===== src/rtl/multicycle_alu_if.sv =====
`default_nettype none
// +-----------------------------------------------------------------------------+
// | Module  : multicycle_alu_if                                                 |
// | Brief   : Request/response handshake bundle for multicycle_alu.             |
// | Revision: 1.0  initial release                                              |
// +-----------------------------------------------------------------------------+
interface multicycle_alu_if #(
    parameter int WIDTH = 16
);
    logic             in_valid;
    logic             in_ready;
    logic [3:0]       alu_ctrl;
    logic [WIDTH-1:0] source1;
    logic [WIDTH-1:0] source2;
    logic             out_valid;
    logic             out_ready;
    logic [WIDTH-1:0] result;
    logic [WIDTH-1:0] result_hi;
    logic             zero;
    logic             overflow;

    modport master (
        output in_valid, alu_ctrl, source1, source2, out_ready,
        input  in_ready, out_valid, result, result_hi, zero, overflow
    );

    modport slave (
        input  in_valid, alu_ctrl, source1, source2, out_ready,
        output in_ready, out_valid, result, result_hi, zero, overflow
    );
endinterface
`default_nettype wire


===== src/rtl/multicycle_alu.sv =====
`default_nettype none
// +-----------------------------------------------------------------------------+
// | Module  : multicycle_alu                                                    |
// | Brief   : WIDTH-bit handshaked ALU with iterative multiplier; optional      |
// |           restoring divider enabled by macro MULTICYCLE_ALU_DIV_EN.         |
// | Revision: 1.0  initial release                                              |
// +-----------------------------------------------------------------------------+
module multicycle_alu #(
    parameter int WIDTH = 16,
    parameter int SHW   = $clog2(WIDTH)
) (
    input  wire logic       clk,
    input  wire logic       rst_n,
    multicycle_alu_if.slave bus
);

    localparam logic [3:0] c_op_and = 4'b0000;
    localparam logic [3:0] c_op_or  = 4'b0001;
    localparam logic [3:0] c_op_add = 4'b0010;
    localparam logic [3:0] c_op_sub = 4'b0110;
    localparam logic [3:0] c_op_slt = 4'b0111;
    localparam logic [3:0] c_op_mul = 4'b1000;
    localparam logic [3:0] c_op_sll = 4'b1010;
    localparam logic [3:0] c_op_srl = 4'b1011;
`ifdef MULTICYCLE_ALU_DIV_EN
    localparam logic [3:0] c_op_div = 4'b1001;
`endif

    localparam int                 c_cnt_w = $clog2(WIDTH);
    localparam logic [c_cnt_w-1:0] c_last  = c_cnt_w'(WIDTH - 1);

    typedef enum logic [1:0] {
        ST_IDLE = 2'd0,
        ST_BUSY = 2'd1,
        ST_DONE = 2'd2
    } state_t;

    state_t             r_state;
    state_t             w_next_state;
    logic [c_cnt_w-1:0] r_count;
    logic [WIDTH-1:0]   r_opa;
    logic [WIDTH-1:0]   r_result;
    logic [WIDTH-1:0]   r_result_hi;
    logic               r_zero;
    logic               r_overflow;

    logic               w_accept;
    logic               w_is_mul;
    logic               w_is_div;
    logic               w_is_iter;
    logic [WIDTH-1:0]   w_sum;
    logic [WIDTH-1:0]   w_diff;
    logic [WIDTH-1:0]   w_alu_res;
    logic               w_alu_ovf;
    logic [WIDTH:0]     w_mul_sum;
    logic [WIDTH-1:0]   w_step_hi;
    logic [WIDTH-1:0]   w_step_lo;

    assign w_accept  = bus.in_valid && (r_state == ST_IDLE);
    assign w_is_mul  = (bus.alu_ctrl == c_op_mul);
    assign w_is_iter = w_is_mul || w_is_div;
    assign w_sum     = bus.source1 + bus.source2;
    assign w_diff    = bus.source1 - bus.source2;

`ifdef MULTICYCLE_ALU_DIV_EN
    logic             r_is_div;
    logic [WIDTH:0]   w_div_shift;
    logic [WIDTH-1:0] w_div_trial;

    assign w_is_div    = (bus.alu_ctrl == c_op_div);
    assign w_div_shift = {r_result_hi, r_result[WIDTH-1]};
    assign w_div_trial = w_div_shift[WIDTH-1:0] - r_opa;
`else
    assign w_is_div = 1'b0;
`endif

    always_comb begin
        w_alu_res = bus.source1 & bus.source2;
        w_alu_ovf = 1'b0;
        case (bus.alu_ctrl)
            c_op_and: w_alu_res = bus.source1 & bus.source2;
            c_op_or:  w_alu_res = bus.source1 | bus.source2;
            c_op_add: begin
                w_alu_res = w_sum;
                w_alu_ovf = (bus.source1[WIDTH-1] == bus.source2[WIDTH-1]) &&
                            (w_sum[WIDTH-1] != bus.source1[WIDTH-1]);
            end
            c_op_sub: begin
                w_alu_res = w_diff;
                w_alu_ovf = (bus.source1[WIDTH-1] != bus.source2[WIDTH-1]) &&
                            (w_diff[WIDTH-1] != bus.source1[WIDTH-1]);
            end
            c_op_slt: w_alu_res = {{(WIDTH-1){1'b0}}, (bus.source1 < bus.source2)};
            c_op_sll: w_alu_res = bus.source1 << bus.source2[SHW-1:0];
            c_op_srl: w_alu_res = bus.source1 >> bus.source2[SHW-1:0];
            default:  w_alu_res = bus.source1 & bus.source2;
        endcase
    end

    // Multiply: r_result_hi accumulates, r_result holds the multiplier and
    // collects product bits shifted out of the accumulator.
    assign w_mul_sum = {1'b0, r_result_hi} + (r_result[0] ? {1'b0, r_opa} : '0);

    always_comb begin
        w_step_hi = w_mul_sum[WIDTH:1];
        w_step_lo = {w_mul_sum[0], r_result[WIDTH-1:1]};
`ifdef MULTICYCLE_ALU_DIV_EN
        // Restoring divide: a zero divisor always "fits", which yields an
        // all-ones quotient and leaves the dividend as the remainder.
        if (r_is_div) begin
            if (w_div_shift >= {1'b0, r_opa}) begin
                w_step_hi = w_div_trial;
                w_step_lo = {r_result[WIDTH-2:0], 1'b1};
            end else begin
                w_step_hi = w_div_shift[WIDTH-1:0];
                w_step_lo = {r_result[WIDTH-2:0], 1'b0};
            end
        end
`endif
    end

    always_ff @(posedge clk or negedge rst_n) begin
        if (!rst_n) begin
            r_state <= ST_IDLE;
        end else begin
            r_state <= w_next_state;
        end
    end

    always_comb begin
        w_next_state = r_state;
        case (r_state)
            ST_IDLE: if (w_accept) w_next_state = w_is_iter ? ST_BUSY : ST_DONE;
            ST_BUSY: if (r_count == c_last) w_next_state = ST_DONE;
            ST_DONE: if (bus.out_ready) w_next_state = ST_IDLE;
            default: w_next_state = ST_IDLE;
        endcase
    end

    always_ff @(posedge clk or negedge rst_n) begin
        if (!rst_n) begin
            r_count     <= '0;
            r_opa       <= '0;
            r_result    <= '0;
            r_result_hi <= '0;
            r_zero      <= 1'b0;
            r_overflow  <= 1'b0;
`ifdef MULTICYCLE_ALU_DIV_EN
            r_is_div    <= 1'b0;
`endif
        end else if (r_state == ST_IDLE && w_accept) begin
            r_count     <= '0;
            r_result_hi <= '0;
            if (w_is_iter) begin
                r_opa      <= w_is_div ? bus.source2 : bus.source1;
                r_result   <= w_is_div ? bus.source1 : bus.source2;
                r_zero     <= 1'b0;
                r_overflow <= 1'b0;
            end else begin
                r_result   <= w_alu_res;
                r_zero     <= (w_alu_res == '0);
                r_overflow <= w_alu_ovf;
            end
`ifdef MULTICYCLE_ALU_DIV_EN
            r_is_div    <= w_is_div;
`endif
        end else if (r_state == ST_BUSY) begin
            r_count     <= r_count + 1'b1;
            r_result    <= w_step_lo;
            r_result_hi <= w_step_hi;
            r_zero      <= (w_step_lo == '0);
        end
    end

    assign bus.in_ready  = (r_state == ST_IDLE);
    assign bus.out_valid = (r_state == ST_DONE);
    assign bus.result    = r_result;
    assign bus.result_hi = r_result_hi;
    assign bus.zero      = r_zero;
    assign bus.overflow  = r_overflow;

endmodule
`default_nettype wire

===== src/flat_wrapper.sv =====
// flat-port wrapper written by rule: the top's interface ports become plain ports
module multicycle_alu_flat 
#(
    parameter int WIDTH = 16,
    parameter int SHW   = $clog2(WIDTH)
)
  (clk, rst_n, bus_in_valid, bus_alu_ctrl, bus_source1, bus_source2, bus_out_ready, bus_in_ready, bus_out_valid, bus_result, bus_result_hi, bus_zero, bus_overflow);
  multicycle_alu_if #(.WIDTH(WIDTH)) bus_i ();
  input  wire logic clk;
  input  wire logic rst_n;
  input wire logic [$bits(bus_i.in_valid)-1:0] bus_in_valid;
  input wire logic [$bits(bus_i.alu_ctrl)-1:0] bus_alu_ctrl;
  input wire logic [$bits(bus_i.source1)-1:0] bus_source1;
  input wire logic [$bits(bus_i.source2)-1:0] bus_source2;
  input wire logic [$bits(bus_i.out_ready)-1:0] bus_out_ready;
  output wire logic [$bits(bus_i.in_ready)-1:0] bus_in_ready;
  output wire logic [$bits(bus_i.out_valid)-1:0] bus_out_valid;
  output wire logic [$bits(bus_i.result)-1:0] bus_result;
  output wire logic [$bits(bus_i.result_hi)-1:0] bus_result_hi;
  output wire logic [$bits(bus_i.zero)-1:0] bus_zero;
  output wire logic [$bits(bus_i.overflow)-1:0] bus_overflow;
  assign bus_i.in_valid = bus_in_valid;
  assign bus_i.alu_ctrl = bus_alu_ctrl;
  assign bus_i.source1 = bus_source1;
  assign bus_i.source2 = bus_source2;
  assign bus_i.out_ready = bus_out_ready;
  assign bus_in_ready = bus_i.in_ready;
  assign bus_out_valid = bus_i.out_valid;
  assign bus_result = bus_i.result;
  assign bus_result_hi = bus_i.result_hi;
  assign bus_zero = bus_i.zero;
  assign bus_overflow = bus_i.overflow;
  multicycle_alu #(.WIDTH(WIDTH), .SHW(SHW)) u_core (.clk(clk), .rst_n(rst_n), .bus(bus_i));
endmodule

===== config.mk =====
export PLATFORM = sky130hd
export DESIGN_NAME = multicycle_alu_flat
export DESIGN_NICKNAME = d
export VERILOG_FILES = /design/src/rtl/multicycle_alu_if.sv /design/src/rtl/multicycle_alu.sv /design/src/flat_wrapper.sv
export SDC_FILE = /design/constraint.sdc
export NUM_CORES = 1
export LEC_CHECK = 0
export CORE_MARGIN = 4
export CORE_UTILIZATION = 40
export DETAILED_ROUTE_END_ITERATION = 12
export PLACE_DENSITY_LB_ADDON = 0.05
export RECOVER_POWER = 100
export SYNTH_ARGS = -nofsm -noshare
export SYNTH_HDL_FRONTEND = slang
export SYNTH_SLANG_ARGS = --single-unit

===== constraint.sdc =====
create_clock -name clk -period 5.5 [get_ports clk]
set_input_delay 1.1 -clock clk [delete_from_list [all_inputs] [get_ports clk]]
set_output_delay 1.1 -clock clk [all_outputs]
set_load 0.05 [all_outputs]

==> results of run 1 <==
## worst max path at each step
stage | start | end | slack [ps] | depth (start not counted)
floorplan | bus_source2[2] | u_core.bus.result[14] | 1200 | 13
global placement | bus_source1[4] | u_core.bus.result[15] | 720 | 12
detailed placement | bus_source1[0] | u_core.bus.result[14] | 670 | 13
CTS | bus_source1[0] | u_core.bus.result[14] | 970 | 13
global route | bus_source1[1] | u_core.bus.result[15] | 560 | 12
finish | bus_source1[1] | u_core.bus.result[15] | 670 | 12
## report_power, final
group	switching [W]	internal (W)	leakage [nW]
logic	0.000689	0.000402	2.73
clock network	0.000173	0.000174	0.0719
registers	0.000112	0.000508	0.728
total	0.000975	0.00108	3.53
## worst max-delay path: cells and delay by family
family | cells | cell delay (ps)
AOI/OAI and AO/OA | 6 | 2090
adders and majority gates | 1 | 350
buffers and inverters | 2 | 890
xor gates and xnor gates | 1 | 190
and+or+nand+nor | 2 | 420
## area by class of cell
cell class | instances | share of cell area (%)
clock inverters | 3 | 0.338
well taps | 225 | 3.46
inverters | 55 | 2.53
flip-flops and latches | 56 | 17.2
clock buffers | 5 | 1.54
multi-input cells | 694 | 64.1
repair buffers | 95 | 10.8
## sequential cells by signal, indices dropped and copies added (netlist names)
register	cells
u_core.bus.overflow	1
u_core.bus.zero	1
u_core.r_count	4
u_core.r_opa	16
u_core.r_state	2
u_core.bus.result	16
u_core.bus.result_hi	16
## layer usage
| layer | wire (µm) | vias up | GRT usage [%] |
|---|---|---|---|
| met4 | 570 | 0 | 6.27 |
| met3 | 1820 | 39 | 4.72 |
| met1 | 12300 | 3496 | 38.1 |
| met5 | 0 | - | 0 |
| met2 | 12400 | 299 | 42.1 |
| li1 | - | 3284 | - |
## layout by cell type, fill, tap and decap left out, types with 5 or more instances in the layout
master / synthesis / routed
dfrtp_1: 56 / 56
mux4_2: 15 / 15
xnor2_1: 15 / 15
o211ai_1: 6 / 6
clkdlybuf4s50_1: 0 / 32
ha_1: 73 / 73
a311oi_1: 5 / 5
o21bai_1: 7 / 7
mux2i_1: 20 / 20
a22o_1: 5 / 5
a21oi_1: 40 / 40
o21a_1: 10 / 10
a31oi_1: 8 / 8
dlygate4sd3_1: 0 / 41
clkbuf_16: 0 / 5
or3_1: 12 / 12
nor2b_1: 15 / 15
nor2_1: 74 / 73
a2111oi_0: 6 / 6
o21ai_0: 54 / 54
o32ai_1: 7 / 7
nand2b_1: 13 / 13
and2_1: 22 / 22
a211o_1: 9 / 9
nor3_1: 32 / 32
buf_4: 0 / 18
o31ai_1: 6 / 6
inv_1: 54 / 54
nand2_1: 65 / 65
mux2_2: 25 / 25
a211oi_1: 17 / 17
nor4_1: 5 / 5
a221oi_1: 11 / 12
a21o_1: 10 / 10
xor2_1: 9 / 9
nand3_1: 16 / 16
o221ai_1: 10 / 10
## cell families (layout without fill, tap and decap cells)
family | after synthesis | after routing | synth area share (%)
flip-flops | 56 | 56 | 19.9
adder cells (fa/ha/maj) | 76 | 76 | 13.8
multiplexers | 60 | 60 | 11.6
buffers and inverters | 106 | 158 | 6.05
AND/OR/NAND/NOR | 279 | 279 | 19.6
XOR/XNOR | 24 | 24 | 2.98
AO/OA/AOI/OAI | 255 | 255 | 26.1
## metrics by stage
stage,std cells,cell area [µm²]
floorplan,856,7050
global placement,1125,8010
detailed placement,1125,8010
CTS,1133,8160
global route,1133,8140
finish,1133,8140
==> impl_metrics.json, run 1 <==
{
  "fin_crit_sh_pct": 87.8,
  "fmax_mhz": 207,
  "cts.htree.levels": 2,
  "gp_congestion": 0.984,
  "hold_buffers": 0,
  "rows": 48,
  "min_path_type": "reg2reg",
  "tns_ps": 0,
  "reg2reg_depth": 5,
  "num_vias": 7118,
  "ir_worst_vdd_mv": 0.395,
  "regToRegSetupSlack_ps": 2190,
  "cts_tree": "done",
  "viasPerCell": 6.28,
  "syn-num-nets": 972,
  "path_common_cell": "a211o_1",
  "fin_crit_ps": 4830,
  "hold_violations": 0,
  "ios": 76,
  "grt.overflow.total": 0,
  "antenna_found_initial": 0,
  "rsz0062_at_grt": "false",
  "syn_area_um2": 7050,
  "die_w_um": 141,
  "cp-start-kind": "primary input",
  "crit_chain": "dlygate4sd3_1 > inv_1 > ha_1 > or2_2 > a211o_1 > a211o_1 > a221oi_1 > a211oi_1 > a311oi_1 > xor2_1 > nor2_1 > o221a_2",
  "die_area_um2": 19800,
  "power_density_nw_per_um2": 253,
  "relSlewSlack_pct": -117,
  "worstSetupPathType": "in2reg",
  "numClockSinks": 56,
  "violations": "capacitance limit, slew limit",
  "syn2layout_area_growth_pct": 15.5,
  "synth.area.top_cells": "dfrtp_1, ha_1, mux4_2",
  "drv_slew": 96,
  "cp_max_fo": 8,
  "postCtsSetupRepairBufs": 0,
  "cp-end-kind": "flip-flop",
  "n_antenna_cell": 0,
  "synth_most_common_cell": "nor2_1",
  "min_from": "u_core.r_count[3]",
  "whs_path_depth": 1,
  "synth-seq-cells": 56,
  "hold_slack_ps": 494,
  "drc": 0,
  "portBuffers": 75,
  "synth_ff_type": "dfrtp_1",
  "synth_top_area_share_pct": 19.9,
  "total_power_w": 0.00206,
  "async_reset_ff_share_pct": 100,
  "seqCellArea_um2": 1400,
  "multi_input_area_um2": 5220,
  "leakage_nw": 3.53,
  "cts_resized": 0,
  "final_core_util_pct": 47.1,
  "cp.arrival_ps": 5030,
  "place_hpwl_um": 20900,
  "numCtsBuffers": 5,
  "n_fill_cell": 1734,
  "cts.path.max_buffers": 2,
  "max_cap_violations": 2,
  "routed_wl_um": 27200,
  "fin_ws_ps": 673,
  "track_usage_pct": 26.7,
  "skew_ps": 9.25,
  "die_h_um": 141,
  "min_to": "u_core.r_count[3]",
  "root_buffer": "clkbuf_16",
  "synthDistinctLibCells": 82,
  "nets": 1023,
  "preCtsSetupSlack_ps": 672,
  "clk_latency_ps": 310,
  "yosys-top-cells-count": "nor2_1, ha_1, nand2_1",
  "start_util_pct": 40.8,
  "first_global_vias": 6715,
  "syn_inst": 856,
  "core_area_um2": 17300,
  "final_antenna_net_count": 0,
  "grt_max_degree": 57,
  "clk_pin_slew_ps": 80,
  "synth_seq_area_share_pct": 19.9,
  "timing.rr.start": "u_core.r_state[0]",
  "grt_pass1_wl_um": 41300,
  "synth_edf_count": 0,
  "crit_slowest_cell": "dlygate4sd3_1",
  "drive_gt1_share_pct": 9.36,
  "status": "finished, violations left",
  "avgSynthCellArea_um2": 8.24,
  "worst_pin_slew_ps": 3250,
  "synth_top_area_cell": "dfrtp_1",
  "r2r-end": "u_core.bus.result_hi[15]",
  "drt_iter0_drc": 656,
  "drt_pre_antenna_iters": 5,
  "cpPeakStageDelay_ps": 720,
  "finalSetupViolCount": 0,
  "cp.required_ps": 5700,
  "ys_warn_count": 0,
  "post_drt_wl_per_cell_um": 24.0
}
Note: power is estimated with default switching activity, not from simulation.
==> run 2: changes to the inputs <==
--- a/config.mk
+++ b/config.mk
@@ -7,9 +7,10 @@
 export LEC_CHECK = 0
 export CORE_MARGIN = 4
 export CORE_UTILIZATION = 40
+export CTS_CLUSTER_DIAMETER = 120
 export DETAILED_ROUTE_END_ITERATION = 12
 export PLACE_DENSITY_LB_ADDON = 0.05
-export RECOVER_POWER = 100
+export RECOVER_POWER = 50
 export SYNTH_ARGS = -nofsm -noshare
 export SYNTH_HDL_FRONTEND = slang
 export SYNTH_SLANG_ARGS = --single-unit
==> run 2 against run 1 <==
The run still ends with capacitance limit, slew limit left. Global-route usage is the same. Cell area grew 0.12%. Core utilization grew 0.058 points. Final cell count is the same. Non-clock buffer count is the same. Clock power is essentially flat. Via count grew 0.60%. Routed wire length grew 0.33%. Combinational power is essentially flat. First-iteration DRC count grew 6.7%. Sequential share of layout area is essentially flat.
==> impl_metrics.json, run 2 (synthesis gave the netlist of run 1 again) <==
{
  "fin_crit_sh_pct": 83.8,
  "die_w_um": 141,
  "min_from": "u_core.r_count[3]",
  "ios": 76,
  "start_util_pct": 40.8,
  "grt.overflow.total": 0,
  "placed_area_um2": 8010,
  "skew_ps": 11.3,
  "root_buffer": "clkbuf_16",
  "tns_ps": 0,
  "status": "finished, violations left",
  "power_density_nw_per_um2": 256,
  "finalSetupViolCount": 0,
  "first_global_vias": 6715,
  "post_drt_wl_per_cell_um": 24.0,
  "min_path_type": "reg2reg",
  "cp-start-kind": "primary input",
  "clk_latency_ps": 310,
  "hold_violations": 0,
  "violations": "capacitance limit, slew limit",
  "drive_gt1_share_pct": 9.58,
  "core_area_um2": 17300,
  "timing.rr.start": "u_core.r_state[0]",
  "cts.path.max_buffers": 2,
  "numClockSinks": 56,
  "leakage_nw": 3.48,
  "max_cap_violations": 2,
  "grt_pass1_wl_um": 41300,
  "die_h_um": 141,
  "numCtsBuffers": 5,
  "drt_iter0_drc": 700,
  "drt_pre_antenna_iters": 6,
  "hold_slack_ps": 494,
  "nets": 1023,
  "final_antenna_net_count": 0,
  "portBuffers": 75,
  "n_antenna_cell": 0,
  "hold_buffers": 0,
  "worst_pin_slew_ps": 3240,
  "routed_wl_um": 27200,
  "cp_max_fo": 6,
  "fmax_mhz": 217,
  "cp.arrival_ps": 4870,
  "gp_congestion": 0.984,
  "cp-end-kind": "flip-flop",
  "rows": 48,
  "clk_pin_slew_ps": 90,
  "cts_tree": "done",
  "track_usage_pct": 26.7,
  "rsz0062_at_grt": "false",
  "grt_max_degree": 57,
  "drc": 0,
  "ir_worst_vdd_mv": 0.420,
  "worstSetupPathType": "in2reg",
  "mostFrequentLayoutCells": "nor2_1, ha_1, nand2_1, clkdlybuf4s50_1, dfrtp_1",
  "relSlewSlack_pct": -116,
  "antenna_found_initial": 0,
  "finalInstanceArea_um2": 8150,
  "postCtsSetupRepairBufs": 0,
  "viasPerCell": 6.32,
  "cts.htree.levels": 2,
  "die_area_um2": 19800,
  "cp.required_ps": 5760,
  "cp-startpoint": "bus_source1[0]",
  "num_vias": 7161,
  "cts_resized": 0,
  "drv_slew": 96,
  "syn2layout_area_growth_pct": 15.7,
  "place_hpwl_um": 20900,
  "fin_crit_ps": 4610
}
run 2: final timing paths:
path | depth (start not counted) | slack, ps | to
max | 13 | 890 | u_core.bus.result[14]
min | 1 | 490 | u_core.r_count[3]
max reg2reg | 6 | 2120 | u_core.bus.result[4]
min reg2reg | 1 | 490 | u_core.r_count[3]
max in group asynchronous | 2 | 1710 | u_core.bus.result[10]
min in group asynchronous | 2 | 1960 | u_core.r_opa[0]
run 2: power breakdown:
group	total, W	internal, W	switching (W)	leakage [nW]
registers	0.000624	0.000508	0.000116	0.728
logic	0.00112	0.000424	0.000692	2.69
clock network	0.000349	0.000174	0.000175	0.0719
total	0.00209	0.00111	0.000983	3.48
run 2: layer usage:
| layer | wire [µm] | track usage [%] |
|---|---|---|
| met4 | 677 | 6.27 |
| met1 | 12300 | 38.1 |
| met3 | 1990 | 4.72 |
| met5 | 0 | 0 |
| met2 | 12300 | 42.1 |
run 2: critical path, cell delays in order:
cell             delay [ps]
clkdlybuf4s50_1         600
ha_1                    290
inv_1                    80
fa_1                    390
nor2b_1                 190
o2111ai_1               160
a41oi_1                 490
a311o_1                 300
a2111oi_0               130
or4_1                   520
a21o_1                  210
a211oi_1                250
o22a_1                  150
run 2: cell type report:
cell class	count	area, µm²
clock buffers	5	125
clock inverters	3	27.5
fillers	1730	9140
inverters	55	206
multi-input cells	694	5230
flip-flops and latches	56	1400
well taps	225	282
repair buffers	95	887
run 2: through the flow:
stage | instances | util (%) | total power, W | setup WS [ps]
3_3_place_gp | 1125 | 46.3 | 0.00172 | 723
3_5_place_dp | 1125 | 46.3 | 0.00173 | 672
6_report | 1133 | 47.1 | 0.00209 | 892
4_1_cts | 1133 | 47.2 | 0.00208 | 971
5_1_grt | 1133 | 47.1 | 0.00220 | 726
2_1_floorplan | 856 | - | 0.00133 | 1200
==> run 3: changes to the inputs <==
==> constraint.sdc (replaced) <==
create_clock -name clk -period 4.7 [get_ports clk]
set_input_delay 0.94 -clock clk [delete_from_list [all_inputs] [get_ports clk]]
set_output_delay 0.94 -clock clk [all_outputs]
set_load 0.05 [all_outputs]
==> run 3 against run 2 <==
The run still ends with capacitance limit, slew limit left. Die area stayed put. Power is 19% higher. Cell area is 2.3% higher. Combinational power is 20% higher. Worst hold slack better by 6.9 ps. Highest routed layer unchanged.
==> impl_metrics.json, run 3 (synthesis gave the netlist of run 1 again) <==
{
  "numClockSinks": 56,
  "die_area_um2": 19800,
  "post_drt_wl_per_cell_um": 24.0,
  "mostFrequentLayoutCells": "nor2_1, ha_1, nand2_1, clkdlybuf4s50_1, dfrtp_1",
  "skew_ps": 9.08,
  "gp_congestion": 0.997,
  "rsz0062_at_grt": "false",
  "fin_ws_ps": 385,
  "worst_pin_slew_ps": 2410,
  "place_hpwl_um": 21700,
  "drc": 0,
  "die_w_um": 141,
  "max_cap_violations": 3,
  "grt_busiest_layer": "met2",
  "pwr-share-comb_pct": 53.9,
  "nets": 1048,
  "routed_wl_um": 27800,
  "placed_cells": 1150,
  "instances_no_fill": 1158,
  "p_sw_share_pct": 47.1,
  "cp_max_fo": 16,
  "hold_slack_ps": 501,
  "rows": 48,
  "met3_usage_pct": 4.58,
  "met1_usage_pct": 38.3,
  "hold_buffers": 0,
  "die_h_um": 141,
  "drive_gt1_share_pct": 11.9,
  "fin_crit_ps": 4320,
  "cp-start-kind": "primary input",
  "antenna_found_initial": 0,
  "syn2layout_area_growth_pct": 18.3,
  "ir_worst_vdd_mv": 0.335,
  "cts_resized": 0,
  "hold_violations": 0,
  "num_vias": 7261,
  "netSwitchingPower_w": 0.00117,
  "preCtsSetupSlack_ps": 95.9,
  "fmax_mhz": 232,
  "clk_pin_slew_ps": 90,
  "status": "finished, violations left",
  "core_area_um2": 17300,
  "grt_max_degree": 39,
  "p_int_w": 0.00131,
  "finalSetupViolCount": 0,
  "cp.arrival_ps": 4550,
  "cts_tree": "done",
  "min_path_type": "reg2reg",
  "cp-end-kind": "flip-flop",
  "leakage_nw": 3.60,
  "cts.htree.levels": 2,
  "cp.required_ps": 4940,
  "clk_latency_ps": 320,
  "grt.overflow.total": 0,
  "track_usage_pct": 27.2,
  "violations": "capacitance limit, slew limit",
  "root_buffer": "clkbuf_16",
  "portBuffers": 75,
  "first_global_vias": 7078,
  "fin_crit_sh_pct": 91.8,
  "power_density_nw_per_um2": 298,
  "drv_slew": 98,
  "worstSetupPathType": "in2reg",
  "grt_pass1_wl_um": 41900,
  "tns_ps": 0,
  "relSlewSlack_pct": -60.9,
  "viasPerCell": 6.27,
  "drt_iter0_drc": 682,
  "drt_pre_antenna_iters": 7,
  "ios": 76,
  "met2_usage_pct": 43.0,
  "postCtsSetupRepairBufs": 0,
  "cts.path.max_buffers": 2,
  "clkPwrFrac_pct": 17.1,
  "start_util_pct": 40.8,
  "n_antenna_cell": 0,
  "power_frac_seq_pct": 29.0,
  "final_antenna_net_count": 0,
  "numCtsBuffers": 5
}
-- run 3: cell types whose count changed in the layout (fill, tap and decap cells not counted), sizes merged --
| cell | change |
|---|---|
| buf | +24 |
| clkbuf | +1 |
-- run 3: through the flow --
step | cell area [µm²] | util, % | total power (W)
floorplan | 7050 | - | 0.00156
global placement | 8190 | 47.4 | 0.00204
detailed placement | 8190 | 47.4 | 0.00205
CTS | 8350 | 48.2 | 0.00248
global route | 8340 | 48.2 | 0.00261
finish | 8340 | 48.2 | 0.00249
-- run 3: path summary, 6_finish.rpt --
| check | from | to | slack, ps | depth (start not counted) |
|---|---|---|---|---|
| max in group asynchronous | rst_n | u_core.bus.result[5] | 1380 | 2 |
| hold / removal | u_core.r_count[3] | u_core.r_count[3] | 500 | 1 |
| setup reg to reg | u_core.r_state[0] | u_core.bus.result[15] | 1210 | 5 |
| min in group asynchronous | rst_n | u_core.r_opa[0] | 1070 | 1 |
| hold reg to reg | u_core.r_count[3] | u_core.r_count[3] | 500 | 1 |
| setup / recovery | bus_alu_ctrl[1] | u_core.bus.zero | 380 | 11 |
-- run 3: area by class of cell --
cell class              instances  area (µm²)
clock buffers                   5         125
clock inverters                 3        27.5
fillers                      1693        8960
inverters                      55         206
multi-input cells             694        5230
flip-flops and latches         56        1400
well taps                     225         282
repair buffers                120        1070
-- run 3: power groups by stage --
stage / registers (W) / clock network (W) / logic [W]
floorplan: 0.000909 / 0 / 0.000647
global placement: 0.000721 / 0 / 0.00132
detailed placement: 0.000723 / 0 / 0.00133
CTS: 0.000715 / 0.000428 / 0.00133
global route: 0.000730 / 0.000448 / 0.00143
finish: 0.000720 / 0.000425 / 0.00134
-- run 3: worst max-delay path, cell delays in order --
cell	delay (ps)
clkdlybuf4s50_1	670
inv_1	160
o311ai_2	610
buf_4	350
o21ai_0	130
a2111oi_0	720
buf_4	250
o221ai_1	150
nor3b_2	240
nand4_1	140
o31ai_2	200
-- run 3: layer usage --
layer | wire [µm] | share of wire [%]
met1 | 12300 | 44
met2 | 12700 | 46
met3 | 2040 | 7.3
met4 | 794 | 2.9
met5 | 0 | 0
==> edit (flow settings as in run 1) <==
`WIDTH` is set to 16 in 3 places; all go to 8.
--- a/src/rtl/multicycle_alu_if.sv
+++ b/src/rtl/multicycle_alu_if.sv
@@ -6,5 +6,5 @@
 // +-----------------------------------------------------------------------------+
 interface multicycle_alu_if #(
-    parameter int WIDTH = 16
+    parameter int WIDTH = 8
 );
     logic             in_valid;
--- a/src/rtl/multicycle_alu.sv
+++ b/src/rtl/multicycle_alu.sv
@@ -7,5 +7,5 @@
 // +-----------------------------------------------------------------------------+
 module multicycle_alu #(
-    parameter int WIDTH = 16,
+    parameter int WIDTH = 8,
     parameter int SHW   = $clog2(WIDTH)
 ) (
--- a/src/flat_wrapper.sv
+++ b/src/flat_wrapper.sv
@@ -2,5 +2,5 @@
 module multicycle_alu_flat 
 #(
-    parameter int WIDTH = 16,
+    parameter int WIDTH = 8,
     parameter int SHW   = $clog2(WIDTH)
 )
Interface: changed (resized bus_result, bus_result_hi, bus_source1 and bus_source2); port bits go from 76 to 44. No check against the original RTL was run, so the function may have changed too.
==> edit against run 1 <==
The run still ends with max-capacitance violations, max-slew violations left. Worst setup slack improved by 0.40 ns. Sequential cell count decreased by 25. Power decreased by 52%. Register-to-register slack improved by 0.82 ns. Non-clock buffer count decreased by 48. Synthesized cell count decreased by 54%. Area after synthesis decreased by 52%. Die area decreased by 49%. Routed wire length decreased by 63%. First-iteration DRC count decreased by 69%. Critical path depth unchanged. Sequential power decreased by 49%. Design area decreased by 51%. Critical endpoint is now u_core.bus.zero$_DFFE_PN0P_. Largest cell class unchanged.
==> edit: results (changes against run 1) <==
STA
  – Max-slew headroom: -20.13% (+97 points)
  – Slew Viols, Final: 42 (-56%)

Status
  – Failing checks: max-capacitance violations, max-slew violations
  – Run status: complete, but fails checks

Final layout
  – Proportion of cell area occupied by registers: 19.44% (+2.2 points)
  – Fraction of area in multi-input gates: 60.52% (-3.6 points)
  – Inverters: 27 (-51%)
  – Fin cells: 538 (-53%)
  – Clock tree cell share of total cell area: 2.948% (+1.1 points)
  – Non-clk bufs: 47 (-51%)
  – Layout cells sized above 1: 6.928% (-2.4 points)

Setup path
  – Worst reg2reg path startpoint: u_core.bus.result[0]$_DFFE_PN0P_
  – Crit path capture: u_core.bus.zero$_DFFE_PN0P_
  – Crit path from: bus_source2[0]
  – Crit Path Max Fanout: 19 (+11)
  – Slowest CP cell: clkbuf_1
  – Reg2reg end: u_core.bus.result_hi[6]$_DFFE_PN0P_
  – CP arrival: 4.63 ns (-0.40 ns)

Pwr
  – Leak: 1.754 nW (-50%)
  – Peak VDD IR: 0.00009233 V (-77%)
  – P_int: 0.0005854 W (-46%)
  – Clk pwr: 0.000228 W (-34%)

Place
  – Placed insts: 530 (-53%)
  – IO buf count: 43 (-43%)
  – Final GP Congestion: 0.9377 (-4.7%)
  – Place WS: 1.426 ns (+0.7545 ns)
  – DP HPWL: 7956 um (-62%)

Clock tree
  – CTS Root Cell: clkbuf_8
  – Later-pin clock latency in the skew report: 0.28 ns (-0.03 ns)

Global routing
  – GR Util All Layers: 20.62% (-6.1 points)
  – Vias in the first global route: 3064 (-54%)

Logic synthesis
  – Commonest cells in the netlist: nand2_1 (39), ha_1 (36), nor2_1 (32), dfrtp_1 (31), inv_1 (27)
  – Synthesized Nets: 461 (-53%)
  – Register area share after synthesis: 22.77% (+2.9 points)
  – Yosys cell types: 66 (-20%)
  – Area contributors post-synth: dfrtp_1 (23%), ha_1 (13%), mux4_2 (5.9%)

Route
  – Metal3 WL: 587 um (-68%)
  – Length of routed met2 wiring: 4862 um (-61%)
  – Routed Wire Length: 10050 um (-63%)
  – Vias/cell: 5.922 (-5.7%)

Job
  – Maxcap violations: 2 (unchanged)

Min path
  – Hold path depth: 2 (+1)
  – Hold Startpoint: u_core.r_opa[2]$_DFFE_PN0P_
==> edit: per-stage QoR <==
step	total power, W	hold slack (ns)	util, %	area, sq um
6_report	0.0009970	0.4726	48.32	3990
5_1_grt	0.001065	0.5013	48.32	3990
4_1_cts	0.001019	0.4776	48.53	4008
3_5_place_dp	0.0007865	0.4637	47.11	3890
3_3_place_gp	0.0007843	0.4538	47.11	3890
2_1_floorplan	0.0006279	0.4418	-	3407
==> edit: kinds of logic (layout without fill, tap and decap cells) <==
kind of cell	count (synthesis)	in the layout	synth area share (%)
AND/OR/NAND/NOR	139	139	21.85
AO/OA/AOI/OAI	115	115	23.25
buffers and inverters	47	82	6.170
adder cells (fa/ha/maj)	39	39	14.98
flip-flops	31	31	22.77
multiplexers	19	19	8.924
XOR/XNOR	8	8	2.057
==> edit: per-layer routing <==
layer,GRT usage [%],vias up
met5,0,-
met4,6.114,0
met3,2.432,15
met2,34.20,122
met1,28.17,1505
li1,-,1544
